`src/rtl/pkt_xlate_pkg.sv`:
```
// Shared types and helpers for the packet width upsizer.
// Optional packet statistics are enabled by PACKET_WIDTH_UPSIZER_STATS_EN.
package pkt_xlate_pkg;

  typedef enum logic [1:0] {
    IDLE  = 2'd0,
    ACCUM = 2'd1,
    HOLD  = 2'd2
  } state_t;

  // Bit positions inside oerr_sticky
  typedef enum int {
    ERR_MISSING_EOP = 0,
    ERR_ORPHAN      = 1,
    ERR_LEN_OVF     = 2
  } err_idx_e;

  localparam int ERR_W = 3;

  // Residual byte-count width; kept at least one bit so byte-wide words still elaborate
  function automatic int resid_w(input int in_w);
    return (in_w / 8 > 1) ? $clog2(in_w / 8) : 1;
  endfunction

endpackage

```
`src/rtl/packet_width_upsizer_if.sv`:
```
// Ingress word stream and egress beat stream of the packet width upsizer.
// master = upsizer side, slave = source/sink side.
interface packet_width_upsizer_if #(
  parameter int IN_W  = 32,
  parameter int RATIO = 2,
  parameter int LEN_W = 14
);
  localparam int OUT_W   = IN_W * RATIO;
  localparam int RESID_W = pkt_xlate_pkg::resid_w(IN_W);

  logic               ivalid;
  logic               iready;
  logic               isop;
  logic               ieop;
  logic [RESID_W-1:0] iresidual;
  logic [IN_W-1:0]    idata;
  logic               ibad;

  logic               ovalid;
  logic               oready;
  logic               osop;
  logic               oeop;
  logic [OUT_W-1:0]   odata;
  logic [LEN_W-1:0]   oplen;
  logic               obad;

  modport master (
    input  ivalid, isop, ieop, iresidual, idata, ibad, oready,
    output iready, ovalid, osop, oeop, odata, oplen, obad
  );

  modport slave (
    output ivalid, isop, ieop, iresidual, idata, ibad, oready,
    input  iready, ovalid, osop, oeop, odata, oplen, obad
  );

endinterface

```
`src/rtl/pkt_beat_reg.sv`:
```
// One-entry valid/ready output register; accepts a new beat whenever it is
// empty or its current beat is being taken in the same cycle.
module pkt_beat_reg #(
  parameter type beat_t = logic
) (
  input  logic  clk,
  input  logic  rst_n,
  input  logic  in_valid,
  output logic  in_ready,
  input  beat_t in_beat,
  output logic  out_valid,
  input  logic  out_ready,
  output beat_t out_beat
);

  logic  valid_reg;
  beat_t beat_reg;

  assign in_ready  = ~valid_reg | out_ready;
  assign out_valid = valid_reg;
  assign out_beat  = beat_reg;

  always_ff @(posedge clk or negedge rst_n) begin
    if (!rst_n) begin
      valid_reg <= 1'b0;
      beat_reg  <= '0;
    end else if (in_ready) begin
      valid_reg <= in_valid;
      if (in_valid) begin
        beat_reg <= in_beat;
      end
    end
  end

endmodule

```
`src/rtl/packet_width_upsizer.sv`:
```
// N:1 packet width upsizer: packs RATIO ingress words into one egress beat,
// tracks packet length and protocol errors. Stats gated by PACKET_WIDTH_UPSIZER_STATS_EN.
module packet_width_upsizer
  import pkt_xlate_pkg::*;
#(
  parameter int IN_W  = 32,
  parameter int RATIO = 2,
  parameter int LEN_W = 14
) (
  input  logic                    iclk,
  input  logic                    irst_n,
  packet_width_upsizer_if.master  bus,
  output logic [ERR_W-1:0]        oerr_sticky,
  output logic [31:0]             opkt_cnt
);

  localparam int OUT_W   = IN_W * RATIO;
  localparam int LANE_W  = $clog2(RATIO);
  localparam logic [LANE_W-1:0] LAST_LANE  = LANE_W'(RATIO - 1);
  localparam logic [LEN_W:0]    WORD_BYTES = (LEN_W + 1)'(IN_W / 8);
  localparam logic [LEN_W-1:0]  LEN_MAX    = '1;

  typedef struct packed {
    logic             sop;
    logic             eop;
    logic             bad;
    logic [LEN_W-1:0] len;
    logic [OUT_W-1:0] data;
  } beat_t;

  state_t            state_reg, state_next;
  logic [LANE_W-1:0] lane_reg, lane_next;
  logic [OUT_W-1:0]  acc_reg, acc_next;
  logic [LEN_W-1:0]  len_reg, len_next;
  logic              ovf_reg, ovf_next;
  logic              sop_reg, sop_next;
  beat_t             hold_reg, hold_next;
  logic [ERR_W-1:0]  err_reg, err_next;
  logic              en_reg;

  logic              accept;
  logic              pkt_word;
  logic              push_valid;
  logic              push_ready;
  beat_t             push_beat;
  logic              out_valid;
  beat_t             out_beat;

  logic [OUT_W-1:0]  merged;
  logic [OUT_W-1:0]  fresh;
  logic [LEN_W:0]    word_len;
  logic [LEN_W:0]    len_sum;
  logic [LEN_W-1:0]  len_word;
  logic              ovf_word;

  // merged: accumulator with the incoming word dropped into the current lane
  // fresh:  incoming word alone in lane 0, as the start of a new packet
  genvar gi;
  generate
    for (gi = 0; gi < RATIO; gi++) begin : g_lane
      localparam int HI = OUT_W - 1 - gi * IN_W;
      assign merged[HI -: IN_W] = (lane_reg == LANE_W'(gi)) ? bus.idata : acc_reg[HI -: IN_W];
      if (gi == 0) begin : g_first
        assign fresh[HI -: IN_W] = bus.idata;
      end else begin : g_rest
        assign fresh[HI -: IN_W] = '0;
      end
    end
  endgenerate

  assign word_len = (bus.ieop && (bus.iresidual != '0)) ? (LEN_W + 1)'(bus.iresidual) : WORD_BYTES;
  assign len_sum  = (bus.isop ? '0 : {1'b0, len_reg}) + word_len;
  assign len_word = len_sum[LEN_W] ? LEN_MAX : len_sum[LEN_W-1:0];
  assign ovf_word = len_sum[LEN_W] | (~bus.isop & ovf_reg);

  // en_reg keeps iready low while reset is asserted and for the first edge after
  assign bus.iready = en_reg & (state_reg != HOLD) & push_ready;
  assign accept     = bus.ivalid & bus.iready;
  assign pkt_word   = accept & (bus.isop | (state_reg == ACCUM));

  always_comb begin
    state_next = state_reg;
    lane_next  = lane_reg;
    acc_next   = acc_reg;
    len_next   = len_reg;
    ovf_next   = ovf_reg;
    sop_next   = sop_reg;
    hold_next  = hold_reg;
    err_next   = err_reg;
    push_valid = 1'b0;
    push_beat  = '0;

    if (pkt_word) begin
      len_next = len_word;
      ovf_next = ovf_word;
      if (len_sum[LEN_W]) begin
        err_next[ERR_LEN_OVF] = 1'b1;
      end
    end

    case (state_reg)
      IDLE: begin
        if (accept && !bus.isop) begin
          err_next[ERR_ORPHAN] = 1'b1;
        end else if (accept && bus.ieop) begin
          push_valid     = 1'b1;
          push_beat.sop  = 1'b1;
          push_beat.eop  = 1'b1;
          push_beat.bad  = bus.ibad | ovf_word;
          push_beat.len  = len_word;
          push_beat.data = fresh;
          acc_next       = '0;
          lane_next      = '0;
          sop_next       = 1'b0;
        end else if (accept) begin
          acc_next   = fresh;
          lane_next  = LANE_W'(1);
          sop_next   = 1'b1;
          state_next = ACCUM;
        end
      end

      ACCUM: begin
        if (accept && bus.isop) begin
          // Missing eop: close the old packet as bad, then restart on this word
          err_next[ERR_MISSING_EOP] = 1'b1;
          push_valid     = 1'b1;
          push_beat.sop  = sop_reg;
          push_beat.eop  = 1'b1;
          push_beat.bad  = 1'b1;
          push_beat.len  = len_reg;
          push_beat.data = acc_reg;
          if (bus.ieop) begin
            hold_next.sop  = 1'b1;
            hold_next.eop  = 1'b1;
            hold_next.bad  = bus.ibad | ovf_word;
            hold_next.len  = len_word;
            hold_next.data = fresh;
            acc_next       = '0;
            lane_next      = '0;
            sop_next       = 1'b0;
            state_next     = HOLD;
          end else begin
            acc_next  = fresh;
            lane_next = LANE_W'(1);
            sop_next  = 1'b1;
          end
        end else if (accept && (bus.ieop || (lane_reg == LAST_LANE))) begin
          push_valid     = 1'b1;
          push_beat.sop  = sop_reg;
          push_beat.eop  = bus.ieop;
          push_beat.bad  = bus.ieop & (bus.ibad | ovf_word);
          push_beat.len  = len_word;
          push_beat.data = merged;
          acc_next       = '0;
          lane_next      = '0;
          sop_next       = 1'b0;
          if (bus.ieop) begin
            state_next = IDLE;
          end
        end else if (accept) begin
          acc_next  = merged;
          lane_next = lane_reg + LANE_W'(1);
        end
      end

      HOLD: begin
        push_valid = 1'b1;
        push_beat  = hold_reg;
        if (push_ready) begin
          state_next = IDLE;
        end
      end

      default: begin
        state_next = IDLE;
      end
    endcase
  end

  always_ff @(posedge iclk or negedge irst_n) begin
    if (!irst_n) begin
      state_reg <= IDLE;
      lane_reg  <= '0;
      acc_reg   <= '0;
      len_reg   <= '0;
      ovf_reg   <= 1'b0;
      sop_reg   <= 1'b0;
      hold_reg  <= '0;
      err_reg   <= '0;
      en_reg    <= 1'b0;
    end else begin
      state_reg <= state_next;
      lane_reg  <= lane_next;
      acc_reg   <= acc_next;
      len_reg   <= len_next;
      ovf_reg   <= ovf_next;
      sop_reg   <= sop_next;
      hold_reg  <= hold_next;
      err_reg   <= err_next;
      en_reg    <= 1'b1;
    end
  end

  pkt_beat_reg #(
    .beat_t (beat_t)
  ) u_beat_reg (
    .clk       (iclk),
    .rst_n     (irst_n),
    .in_valid  (push_valid),
    .in_ready  (push_ready),
    .in_beat   (push_beat),
    .out_valid (out_valid),
    .out_ready (bus.oready),
    .out_beat  (out_beat)
  );

  assign bus.ovalid  = out_valid;
  assign bus.osop    = out_beat.sop;
  assign bus.oeop    = out_beat.eop;
  assign bus.obad    = out_beat.bad;
  assign bus.oplen   = out_beat.len;
  assign bus.odata   = out_beat.data;
  assign oerr_sticky = err_reg;

`ifdef PACKET_WIDTH_UPSIZER_STATS_EN
  logic [31:0] pkt_cnt_reg;

  always_ff @(posedge iclk or negedge irst_n) begin
    if (!irst_n) begin
      pkt_cnt_reg <= '0;
    end else if (out_valid && bus.oready && out_beat.eop) begin
      pkt_cnt_reg <= pkt_cnt_reg + 32'd1;
    end
  end

  assign opkt_cnt = pkt_cnt_reg;
`else
  assign opkt_cnt = '0;
`endif

endmodule

```
`src/flat_wrapper.sv`:
```
// flat-port wrapper written by rule: the top's interface ports become plain ports
module packet_width_upsizer_flat import pkt_xlate_pkg::*;
#(
  parameter int IN_W  = 32,
  parameter int RATIO = 2,
  parameter int LEN_W = 14
)
  (iclk, irst_n, oerr_sticky, opkt_cnt, bus_ivalid, bus_isop, bus_ieop, bus_iresidual, bus_idata, bus_ibad, bus_oready, bus_iready, bus_ovalid, bus_osop, bus_oeop, bus_odata, bus_oplen, bus_obad);
  packet_width_upsizer_if #(.IN_W(IN_W), .RATIO(RATIO), .LEN_W(LEN_W)) bus_i ();
  input  logic iclk;
  input  logic irst_n;
  output logic [ERR_W-1:0] oerr_sticky;
  output logic [31:0] opkt_cnt;
  input wire logic [$bits(bus_i.ivalid)-1:0] bus_ivalid;
  input wire logic [$bits(bus_i.isop)-1:0] bus_isop;
  input wire logic [$bits(bus_i.ieop)-1:0] bus_ieop;
  input wire logic [$bits(bus_i.iresidual)-1:0] bus_iresidual;
  input wire logic [$bits(bus_i.idata)-1:0] bus_idata;
  input wire logic [$bits(bus_i.ibad)-1:0] bus_ibad;
  input wire logic [$bits(bus_i.oready)-1:0] bus_oready;
  output wire logic [$bits(bus_i.iready)-1:0] bus_iready;
  output wire logic [$bits(bus_i.ovalid)-1:0] bus_ovalid;
  output wire logic [$bits(bus_i.osop)-1:0] bus_osop;
  output wire logic [$bits(bus_i.oeop)-1:0] bus_oeop;
  output wire logic [$bits(bus_i.odata)-1:0] bus_odata;
  output wire logic [$bits(bus_i.oplen)-1:0] bus_oplen;
  output wire logic [$bits(bus_i.obad)-1:0] bus_obad;
  assign bus_i.ivalid = bus_ivalid;
  assign bus_i.isop = bus_isop;
  assign bus_i.ieop = bus_ieop;
  assign bus_i.iresidual = bus_iresidual;
  assign bus_i.idata = bus_idata;
  assign bus_i.ibad = bus_ibad;
  assign bus_i.oready = bus_oready;
  assign bus_iready = bus_i.iready;
  assign bus_ovalid = bus_i.ovalid;
  assign bus_osop = bus_i.osop;
  assign bus_oeop = bus_i.oeop;
  assign bus_odata = bus_i.odata;
  assign bus_oplen = bus_i.oplen;
  assign bus_obad = bus_i.obad;
  packet_width_upsizer #(.IN_W(IN_W), .RATIO(RATIO), .LEN_W(LEN_W)) u_core (.iclk(iclk), .irst_n(irst_n), .bus(bus_i), .oerr_sticky(oerr_sticky), .opkt_cnt(opkt_cnt));
endmodule
```
`config.mk`:
```
export PLATFORM = sky130hd
export DESIGN_NAME = packet_width_upsizer_flat
export DESIGN_NICKNAME = d
export VERILOG_FILES = /design/src/rtl/pkt_xlate_pkg.sv /design/src/rtl/packet_width_upsizer_if.sv /design/src/rtl/pkt_beat_reg.sv /design/src/rtl/packet_width_upsizer.sv /design/src/flat_wrapper.sv
export SDC_FILE = /design/constraint.sdc
export NUM_CORES = 1
export LEC_CHECK = 0
export CELL_PAD_IN_SITES_DETAIL_PLACEMENT = 0
export CELL_PAD_IN_SITES_GLOBAL_PLACEMENT = 1
export CORE_MARGIN = 2
export CORE_UTILIZATION = 54
export DETAILED_ROUTE_END_ITERATION = 8
export DONT_BUFFER_PORTS = 1
export PLACE_DENSITY_LB_ADDON = 0.1
export SKIP_CTS_REPAIR_TIMING = 1
export SLEW_MARGIN = 20
export SYNTH_ARGS = -nofsm -noshare
export SYNTH_HDL_FRONTEND = slang
export SYNTH_SLANG_ARGS = --single-unit
```
`constraint.sdc`:
```
create_clock -name iclk -period 5 [get_ports iclk]
set_input_delay 1 -clock iclk [delete_from_list [all_inputs] [get_ports iclk]]
set_output_delay 1 -clock iclk [all_outputs]
set_load 0.03 [all_outputs]
```
==> key figures <==
Detailed routing
  • Final routed wirelength across all metal layers: 23,300 µm
  • Routed vias: 6,680
  • Number of vias per cell after detailed routing: 6.35
  • Number of iterations in the first detailed-routing pass: 7
  • ANT nets after route: 0
  • Detailed Route Iter0 Violations: 682
  • Average detailed-routed wire length per instance: 22.1 µm
  • Remaining design rule violation count: 0

STA
  • Shortest clock period the worst path allows after layout: 3.31 ns
  • Sum of negative setup slack: 0 ns
  • Worst Clk Skew: 0.00906 ns
  • Max transition margin: 30.0%
  • Period utilization: 66.1%
  • Highest achievable clock rate: 0.302 GHz
  • Final-layout worst hold slack: 0.188 ns
  • Final Hold Vio Count: 0
  • Measured slew at the worst slew-check pin: 1.05 ns
  • Setup repair after global routing missed its margin: no
  • Slack of the critical path: 1.69 ns
  • Final Max Slew Viols: 0
  • Final setup fails: 0

Yosys
  • Leading post-synthesis cells by instance count: dfrtp_1 (217), a222oi_1 (65), nand2_1 (65)
  • Cell count after synthesis: 836
  • Most frequent cell after synthesis: dfrtp_1
  • Arithmetic-cell share of the synthesized area counting full adders, half adders and majority gates: 0.798%
  • Leading post-synthesis cells by cell area: dfrtp_1 (57%), a222oi_1 (6.8%), mux2_1 (3.8%)
  • Synth area leader: dfrtp_1
  • Number of synthesized flops with an enable pin: 0
  • Post-synthesis sequential area ratio: 56.7%
  • YS warnings: 0
  • Basic-gate share of the synthesized area counting and, or, nand and nor cells: 11.2%
  • #FFs+latches synth: 217
  • Share of the synthesized netlist area taken by xor and xnor gates: 0.275%
  • Synthesized area divided by synthesized cell count: 11.4 µm²
  • Multiplexer share of the synthesized area: 4.42%
  • Most common flop cell mapped by yosys: dfrtp_1
  • Main combinational cell family by area after synthesis: compound AO/OA/AOI/OAI gates
  • Number of unique standard cell types used by synthesis: 72
  • Post-synthesis cell area: 0.00957 mm²
  • Ys async rst share: 100%
  • Proportion of netlist area held by the largest area contributor: 56.7%
  • Compound-cell area share of the yosys netlist: 19.3%

Place
  • Number of input and output port buffers inserted: 0
  • Final HPWL DP: 14,400 µm
  • Final RePlAce weighted congestion: 0.836
  • Cell count after placement: 1,008
  • Post-placement setup slack: 1.21 ns
  • Cell area after placement: 0.00957 mm²

Power and ir drop
  • Internal power: 3.47 mW
  • Fraction of power spent switching nets: 31.8%
  • Power density normalized to cell area: 489 mW/mm²
  • Maximum vdd drop: 0.316 mV
  • Switching power: 1.61 mW
  • Combinational share of power: 12.8%
  • Share of power burned in the clock network: 34.6%
  • Part of the power in registers: 52.6%
  • Leakage Power: 4.87 nW

Final layout
  • Final layout net count: 854
  • Max reg flops: 81
  • Filler cell count: 1,437
  • Post-route insts no fill: 1,052
  • Final cell area excluding filler cells: 0.0104 mm²
  • Synth-to-layout area growth: 8.73%
  • Final antenna diode count: 0
  • Share of final-layout standard cells stronger than drive strength 1: 8.46%

Clock tree
  • Clock latency on the worst-skew pair: 0.51 ns
  • Maximum level of the CTS H-tree: 1
  • TritonCTS Buffers: 24
  • Number of buffers between clock root and the deepest sink: 3
  • CTS sink cnt: 217
  • CTS tree: yes
  • Reg clk slew, reported paths: 0.06 ns
  • Buffer cell driving the clock tree root: clkbuf_16

Floorplanning
  • DIE AREA: 0.0188 mm²
  • Core Box Area: 0.0173 mm²
  • Starting Density: 55.3%
  • Die Span Y: 137 µm
  • Number of cell rows: 48
  • Number of primary I/O pins: 159
  • Floorplan die width: 137 µm

Setup path
  • Element type at the critical path end: flop
  • Worst-path cell with the longest stage delay: nor3_2
  • Startpoint type of the worst setup path: primary input
  • Data arrival time of the critical path: 3.72 ns
  • Kind of cell adding the most delay to the critical path: simple AND/OR/NAND/NOR gates
  • WP buf/inv: 1
  • Worst setup path category: primary input to flop
  • Crit path cell chain: nor2b_1 -> ha_1 -> inv_1 -> fa_1 -> and2b_1 -> o2111ai_2 -> nor3_2 -> a211oi_1 -> o221ai_1
  • Req. time, crit path: 5.41 ns
  • Largest fanout on the critical path: 33
  • Delay of the slowest cell on the worst path: 0.85 ns

Hold path
  • Class of the tightest hold or removal check: primary input to async pin

Run
  • Max-cap violation count: 0

Global route
  • Met3 track demand over resource: 6.04%
  • Number of global-route vias before repair: 6,754
  • Initial antenna violation count: 0
  • Met2 routing resource usage after global routing: 39.3%
  • Global Route Usage Sum: 25.0%
  • Wire length of the first global-routing pass: 36,900 µm
  • GR Layer Usage met1: 35.2%
  • Global route hottest layer: met2
  • Pin count of the biggest net entering global routing: 218
  • Total congestion overflow after global routing: 0

Status
  • Outcome: completed
## per-stage QoR
| stage | utilization [%] | total power, mW |
|---|---|---|
| floorplan | - | 3.16 |
| global placement | 55.4 | 3.30 |
| detailed placement | 55.4 | 3.35 |
| CTS | 60.0 | 5.12 |
| global route | 60.2 | 5.32 |
| finish | 60.2 | 5.09 |
## worst reg2reg max path, stage by stage, from the launching register on
cell and delay, ns:
dfrtp_1 0.36, nor2b_1 0.14, ha_1 0.20, inv_1 0.08, fa_1 0.47, and2b_1 0.27
o2111ai_2 0.28, nor3_2 0.85, a211oi_1 0.20, o221ai_1 0.26
## kinds of logic (layout without fill, tap and decap cells)
logic type,Yosys count,count (layout)
XOR/XNOR,3,3
AO/OA/AOI/OAI,238,238
other,2,33
buffers and inverters,135,95
AND/OR/NAND/NOR,197,197
flip-flops,217,217
adder cells (fa/ha/maj),6,6
multiplexers,38,38
## metal layers
metal | vias to the layer above | wire length, µm
met5 | - | 0
met3 | 33 | 1910
met4 | 0 | 437
met1 | 3449 | 10000
li1 | 2971 | -
met2 | 227 | 10900
## final timing paths
check / from / cells past startpoint / to / slack [ns]
max: bus_isop / 9 / u_core.u_beat_reg.out_beat[67]$_DFFE_PN0P_ / 1.69
min: irst_n / 0 / u_core.u_beat_reg.out_beat[69]$_DFFE_PN0P_ / 0.19
max reg2reg: u_core.len_reg[0]$_DFFE_PN0P_ / 9 / u_core.u_beat_reg.out_beat[67]$_DFFE_PN0P_ / 1.79
min reg2reg: u_core.acc_reg[16]$_DFFE_PN0P_ / 2 / u_core.u_beat_reg.out_beat[16]$_DFFE_PN0P_ / 0.48
max in group asynchronous: irst_n / 0 / u_core.u_beat_reg.out_beat[4]$_DFFE_PN0P_ / 4.41
min in group iclk: u_core.acc_reg[16]$_DFFE_PN0P_ / 2 / u_core.u_beat_reg.out_beat[16]$_DFFE_PN0P_ / 0.48
## placed cells by master, fill, tap and decap left out, types with 13 or more instances in the layout
cell type	instances
conb_1	33
clkbuf_16	25
inv_1	41
and2_1	13
o21ai_0	55
nor2b_1	38
nand2_1	65
dfrtp_1	217
mux2_1	32
nor2_1	28
a21oi_1	19
a222oi_1	65
a22o_1	34
## power by group through the flow
stage | sequential (mW) | combinational (mW) | clock [mW]
global placement | 2.68 | 0.622 | 0
finish | 2.67 | 0.653 | 1.76
floorplan | 2.60 | 0.566 | 0
global route | 2.72 | 0.732 | 1.87
detailed placement | 2.70 | 0.650 | 0
CTS | 2.67 | 0.652 | 1.79
## final cells by class
type | count | area [µm²] | share of cell area (%)
sequential | 217 | 5430 | 52.2
multi-input combinational | 515 | 3620 | 34.8
clock buffer | 39 | 758 | 7.29
tap | 225 | 282 | 2.71
inverter | 42 | 158 | 1.52
timing repair buffer | 10 | 108 | 1.03
clock inverter | 4 | 45.0 | 0.433
(Power assumes the default switching activity.)
==> variant 1, RTL diff (same flow settings) <==
Add a define of `PACKET_WIDTH_UPSIZER_STATS_EN`.
--- a/src/rtl/packet_width_upsizer.sv
+++ b/src/rtl/packet_width_upsizer.sv
@@ -2,2 +2,4 @@
 // tracks packet length and protocol errors. Stats gated by PACKET_WIDTH_UPSIZER_STATS_EN.
+`define PACKET_WIDTH_UPSIZER_STATS_EN
+
 module packet_width_upsizer
Function: changed (Yosys sat finds a counterexample within 4 cycles, from zero or initial values and one cycle with irst_n low).
==> variant 1 against the unedited design <==
  * Cell count up 11%
  * Sequential share of layout area up 1.6 points
  * Area after synthesis up 11%
  * Power up 16%
  * Register-to-register slack worse by 190 ps
  * Cell area up 11%
  * Critical path depth down 6
  * Sequential cell count up 32
  * Wire length up 9.5%
  * Worst setup slack worse by 210 ps
  * Largest power group unchanged
==> variant 1: results (changes against the unedited design) <==
gp_congestion: 0.816  # was 0.836
cts_max_level: 1  # unchanged
cpMaxStageDelayCell: "nor2b_1"  # was nor3_2
outcome: "finished, final reports clean"  # unchanged
cts-buffers-inserted: 26  # was 24
clkTransAtPathRegs_ps: 60  # about the same
fin_skew_ps: 11.8  # was 9.06 ps
first_iter_violations: 716  # was 682
r2r_cells: 5  # was 9
leakage_nw: 5.41  # was 4.87 nW
dpl.cell_count: 1125  # was 1008
r2r_end: "u_core.hold_reg[63]"  # was u_core.u_beat_reg.out_beat[67]
powerSeq_w: 0.00333  # was 0.00267 W
drive_above_1_share_pct: 11.4  # was 8.46%
cp.arrival_ps: 2520  # was 3720 ps
worstSetupStartpoint: "u_core.u_beat_reg.out_valid"  # was bus_isop
dr_total_vias: 7444  # was 6680
first_pass_iters: 8  # was 7
p_int_w: 0.00387  # was 0.00347 W
cts_root_buf: "clkbuf_16"  # unchanged
synth_fp_nets: 959
post_drt_wl_per_cell_um: 21.8  # was 22.1 µm
synth_cell_type_count: 71  # was 72
ys_seq_area_share_pct: 58.9  # was 56.7%
synthTopCellsByArea: "dfrtp_1, a222oi_1, mux2_2"  # was dfrtp_1, a222oi_1, mux2_1
synth_common_cells: "dfrtp_1, nor2_1, a222oi_1"  # was dfrtp_1, a222oi_1, nand2_1
placed_area_um2: 10800  # was 9570 µm²
fin_nets: 933  # was 854
r2r-start: "u_core.u_beat_reg.out_valid"  # was u_core.len_reg[0]
drc: 0  # unchanged
rrSetupSlack_ps: 1600  # was 1790 ps
relSlewSlack_pct: 23.7  # was 30.0%
clock_latency_ps: 530  # was 510 ps
post-dp-hpwl_um: 15700  # was 14400 µm
worst_ir_drop_vdd_uv: 314  # was 316 µV
critical_path.max_stage_delay_ps: 900  # was 850 ps
hold_ws_ps: 168  # was 188 ps
groute.usage.overall_pct: 24.5  # was 25.0%
grt_pass1_wl_um: 40200  # was 36900 µm
p_comb_w: 0.000730  # was 0.000653 W
synth_area_leader_cell: "dfrtp_1"  # unchanged
io_buffers: 0  # unchanged
crit_fanout: 12  # was 33
synth_cells: 914  # was 836
finalPower_w: 0.00589  # was 0.00509 W
wl_um: 25500  # was 23300 µm
cp-endpoint: "bus_iready"  # was u_core.u_beat_reg.out_beat[67]
period_share_pct: 70.4  # was 66.1%
diodes: 0  # unchanged
grt_max_degree: 250  # was 218
grt_pass1_vias: 7494  # was 6754
post-place-ws_ps: 1350  # was 1210 ps
variant 1: cell count changes after synthesis, moves of 9 or more:
cell | before | now
nor2_1 | 29 | 81
o21ai_0 | 55 | 16
buf_4 | 37 | 1
mux2_2 | 2 | 36
dfrtp_1 | 217 | 249
mux2_1 | 32 | 0
a21oi_1 | 20 | 50
nand2_1 | 65 | 40
xor2_1 | 0 | 16
xnor2_1 | 3 | 16
nand3_1 | 4 | 15
nand4_1 | 2 | 11
variant 1: worst max-delay path, delay by kind of cell, from the launching register on:
kind | cells | cell delay, ps
AND/OR/NAND/NOR | 3 | 1410
flip-flops | 1 | 580
variant 1: logic make-up after synthesis:
logic type	share of synthesized area, %
compound gates	16.9
buf+inv	3.97
other cells	0.0354
flops	58.9
fa+ha+maj	0.650
simple gates	12.6
xor+xnor	2.86
mux	4.11
variant 1: final cells by class:
cell class / count / area [µm²]
fill: 1577 / 7740
sequential: 249 / 6230
multi-input combinational: 562 / 4010
clock buffer: 35 / 724
tap: 265 / 332
inverter: 40 / 150
clock inverter: 9 / 83.8
timing repair buffer: 9 / 67.6
variant 1: worst min-delay path by stage:
stage	startpoint	endpoint	cells after the start
6_report	irst_n	u_core.hold_reg[72]	0
5_1_grt	irst_n	u_core.hold_reg[73]	0
4_1_cts	irst_n	u_core.opkt_cnt[29]	0
3_5_place_dp	u_core.hold_reg[78]	u_core.hold_reg[78]	1
3_3_place_gp	u_core.hold_reg[78]	u_core.hold_reg[78]	1
2_1_floorplan	u_core.hold_reg[80]	u_core.hold_reg[80]	1
variant 1: layer usage:
layer / up-vias / routed length, µm / global-route usage, %
li1: 3323 / - / -
met1: 3802 / 10400 / 32.8
met2: 285 / 12500 / 40.3
met3: 34 / 2220 / 6.39
met4: 0 / 391 / 5.93
met5: - / 0 / 0
==> variant 2, RTL diff (same flow settings) <==
Without the edit above. Put one more register stage on the output `oerr_sticky`. The value now appears one clock later. The other outputs are not delayed to match.
--- a/src/rtl/packet_width_upsizer.sv
+++ b/src/rtl/packet_width_upsizer.sv
@@ -223,3 +223,5 @@
   assign bus.odata   = out_beat.data;
-  assign oerr_sticky = err_reg;
+  always_ff @(posedge iclk) begin
+    oerr_sticky <= err_reg;
+  end
 
Function: not settled (the Yosys comparison gave no result); the edit may change what the design does.
==> variant 2 against the unedited design <==
  * Critical path depth down 2
  * Area after synthesis is essentially flat
  * Combinational power rose by 11%
  * Highest routed layer unchanged
  * Wire length shrank 0.85%
  * Count of clock-buffer cells in the layout down 6
  * Global-route usage decreased by 0.22 points
  * Power is 10% higher
  * First-iteration DRC count down 18%
  * Sequential cell count grew 3
  * Worst setup slack better by 200 ps
  * Synthesized cell count rose by 2.6%
  * Critical path type is now flip-flop to flip-flop
  * Hold slack got worse by 3.4 ps
  * Cell area increased by 0.28%
  * Clock power is 3% higher
==> variant 2: results (changes against the unedited design) <==
outcome: "finished, final reports clean"  # unchanged
gp_congestion: 0.890  # was 0.836
post-place-ws_ps: 1530  # was 1210 ps
clkTransAtPathRegs_ps: 60  # about the same
largest_reg_flops: 81  # unchanged
first_iter_violations: 560  # was 682
synth_common_cells: "dfrtp_1, nor2_1, a21oi_1"  # was dfrtp_1, a222oi_1, nand2_1
relSlewSlack_pct: 28.8  # was 30.0%
diodes: 0  # unchanged
period_share_pct: 62.1  # was 66.1%
groute.usage.overall_pct: 24.8  # was 25.0%
critical_path.max_stage_delay_ps: 680  # was 850 ps
synthArstFlopShare_pct: 98.6  # was 100%
antenna_found_initial: 0  # unchanged
post-dp-hpwl_um: 14400  # about the same
synthTopCellsByArea: "dfrtp_1, mux2_2, a222oi_1"  # was dfrtp_1, a222oi_1, mux2_1
cts_buffer_depth: 3  # unchanged
leakage_nw: 4.52  # was 4.87 nW
final-hold-violation-count: 0  # unchanged
end_kind: "flip-flop"  # unchanged
grt_pass1_wl_um: 36400  # was 36900 µm
synth_cell_type_count: 68  # was 72
first_pass_iters: 6  # was 7
worst_ir_drop_vdd_uv: 331  # was 316 µV
wl_um: 23100  # was 23300 µm
placed_area_um2: 9610  # was 9570 µm²
dr_total_vias: 6733  # was 6680
clock_latency_ps: 510  # about the same
cts_root_buf: "clkbuf_16"  # unchanged
io_buffers: 0  # unchanged
grt_pass1_vias: 6723  # was 6754
drive_above_1_share_pct: 12.5  # was 8.46%
cts-buffers-inserted: 24  # unchanged
r2r_cells: 7  # was 9
synth.most_common_cell: "dfrtp_1"  # unchanged
fin_skew_ps: 6.08  # was 9.06 ps
fin_nets: 875  # was 854
grt_max_degree: 218  # unchanged
worstSetupStartpoint: "u_core.state_reg[0]"  # was bus_isop
yosys_warnings: 0  # unchanged
cts_max_level: 1  # unchanged
ys_seq_area_share_pct: 57.4  # was 56.7%
cpMaxStageDelayCell: "dfrtp_1"  # was nor3_2
crit_fanout: 61  # was 33
hold_class: "input pin to asynchronous set/reset pin"  # unchanged
r2r_end: "u_core.u_beat_reg.out_beat[75]"  # was u_core.u_beat_reg.out_beat[67]
rrSetupSlack_ps: 1890  # was 1790 ps
==> variant 2: changes by cell type after synthesis, sizes merged, moves of 6 or more <==
cell,change
nor2,+52
a22oi,+37
nand2,-44
a21o,+6
a21oi,+30
buf,-8
o21ai,-13
nand3,+6
nor2b,-27
a222oi,-33
clkbuf,+10
==> variant 2: where the power goes <==
part | total [W] | switching (W) | internal, W
combinational | 0.000726 | 0.000372 | 0.000354
sequential | 0.00308 | 0.000860 | 0.00222
clock | 0.00181 | 0.000705 | 0.00110
total | 0.00561 | 0.00194 | 0.00368
==> variant 2: per-layer routing <==
metal	up-vias	track usage, %	routed length, µm
met4	0	6.41	491
met1	3444	32.5	9590
met2	250	40.7	11100
met5	-	0	0
li1	3003	-	-
met3	36	7.22	1890
==> variant 2: area by class of cell <==
| type | instances | area [µm²] |
|---|---|---|
| clock inverter | 11 | 150 |
| timing repair buffer | 11 | 95.1 |
| inverter | 40 | 150 |
| clock buffer | 33 | 674 |
| multi-input combinational | 534 | 3590 |
| fill | 1475 | 6860 |
| sequential | 220 | 5490 |
| tap | 225 | 282 |
==> variant 2: kinds of logic (layout without fill, tap and decap cells) <==
logic type | after synthesis | after routing | share of synthesized area (%)
xor+xnor | 2 | 2 | 0.340
buf+inv | 135 | 95 | 6.83
mux | 41 | 41 | 4.76
other cells | 2 | 33 | 0.0785
flops | 220 | 220 | 57.4
simple gates | 183 | 183 | 9.47
fa+ha+maj | 6 | 6 | 0.798
compound gates | 269 | 269 | 20.3
==> variant 2: stage by stage <==
step           power, W  cells
2_1_floorplan   0.00360    889
3_3_place_gp    0.00379   1030
3_5_place_dp    0.00384   1030
4_1_cts         0.00565   1074
5_1_grt         0.00588   1074
6_report        0.00561   1074
==> variant 2: critical path, delay by kind of cell (launching register included) <==
family / cells / cell delay, ps
AO/OA/AOI/OAI: 5 / 1500
buffers and inverters: 2 / 770
flip-flops: 1 / 680
==> variant 2: worst min path at each step <==
stage / to / start / slack (ps) / cells past startpoint
after CTS: u_core.acc_reg[34] / irst_n / 180 / 0
after global routing: u_core.u_beat_reg.out_beat[68] / irst_n / 170 / 0
after global placement: u_core.oerr_sticky[0] / u_core.err_reg[0] / 350 / 0
after floorplan: u_core.oerr_sticky[2] / u_core.err_reg[2] / 340 / 0
final: u_core.u_beat_reg.out_beat[68] / irst_n / 180 / 0
after detailed placement: u_core.oerr_sticky[0] / u_core.err_reg[0] / 360 / 0
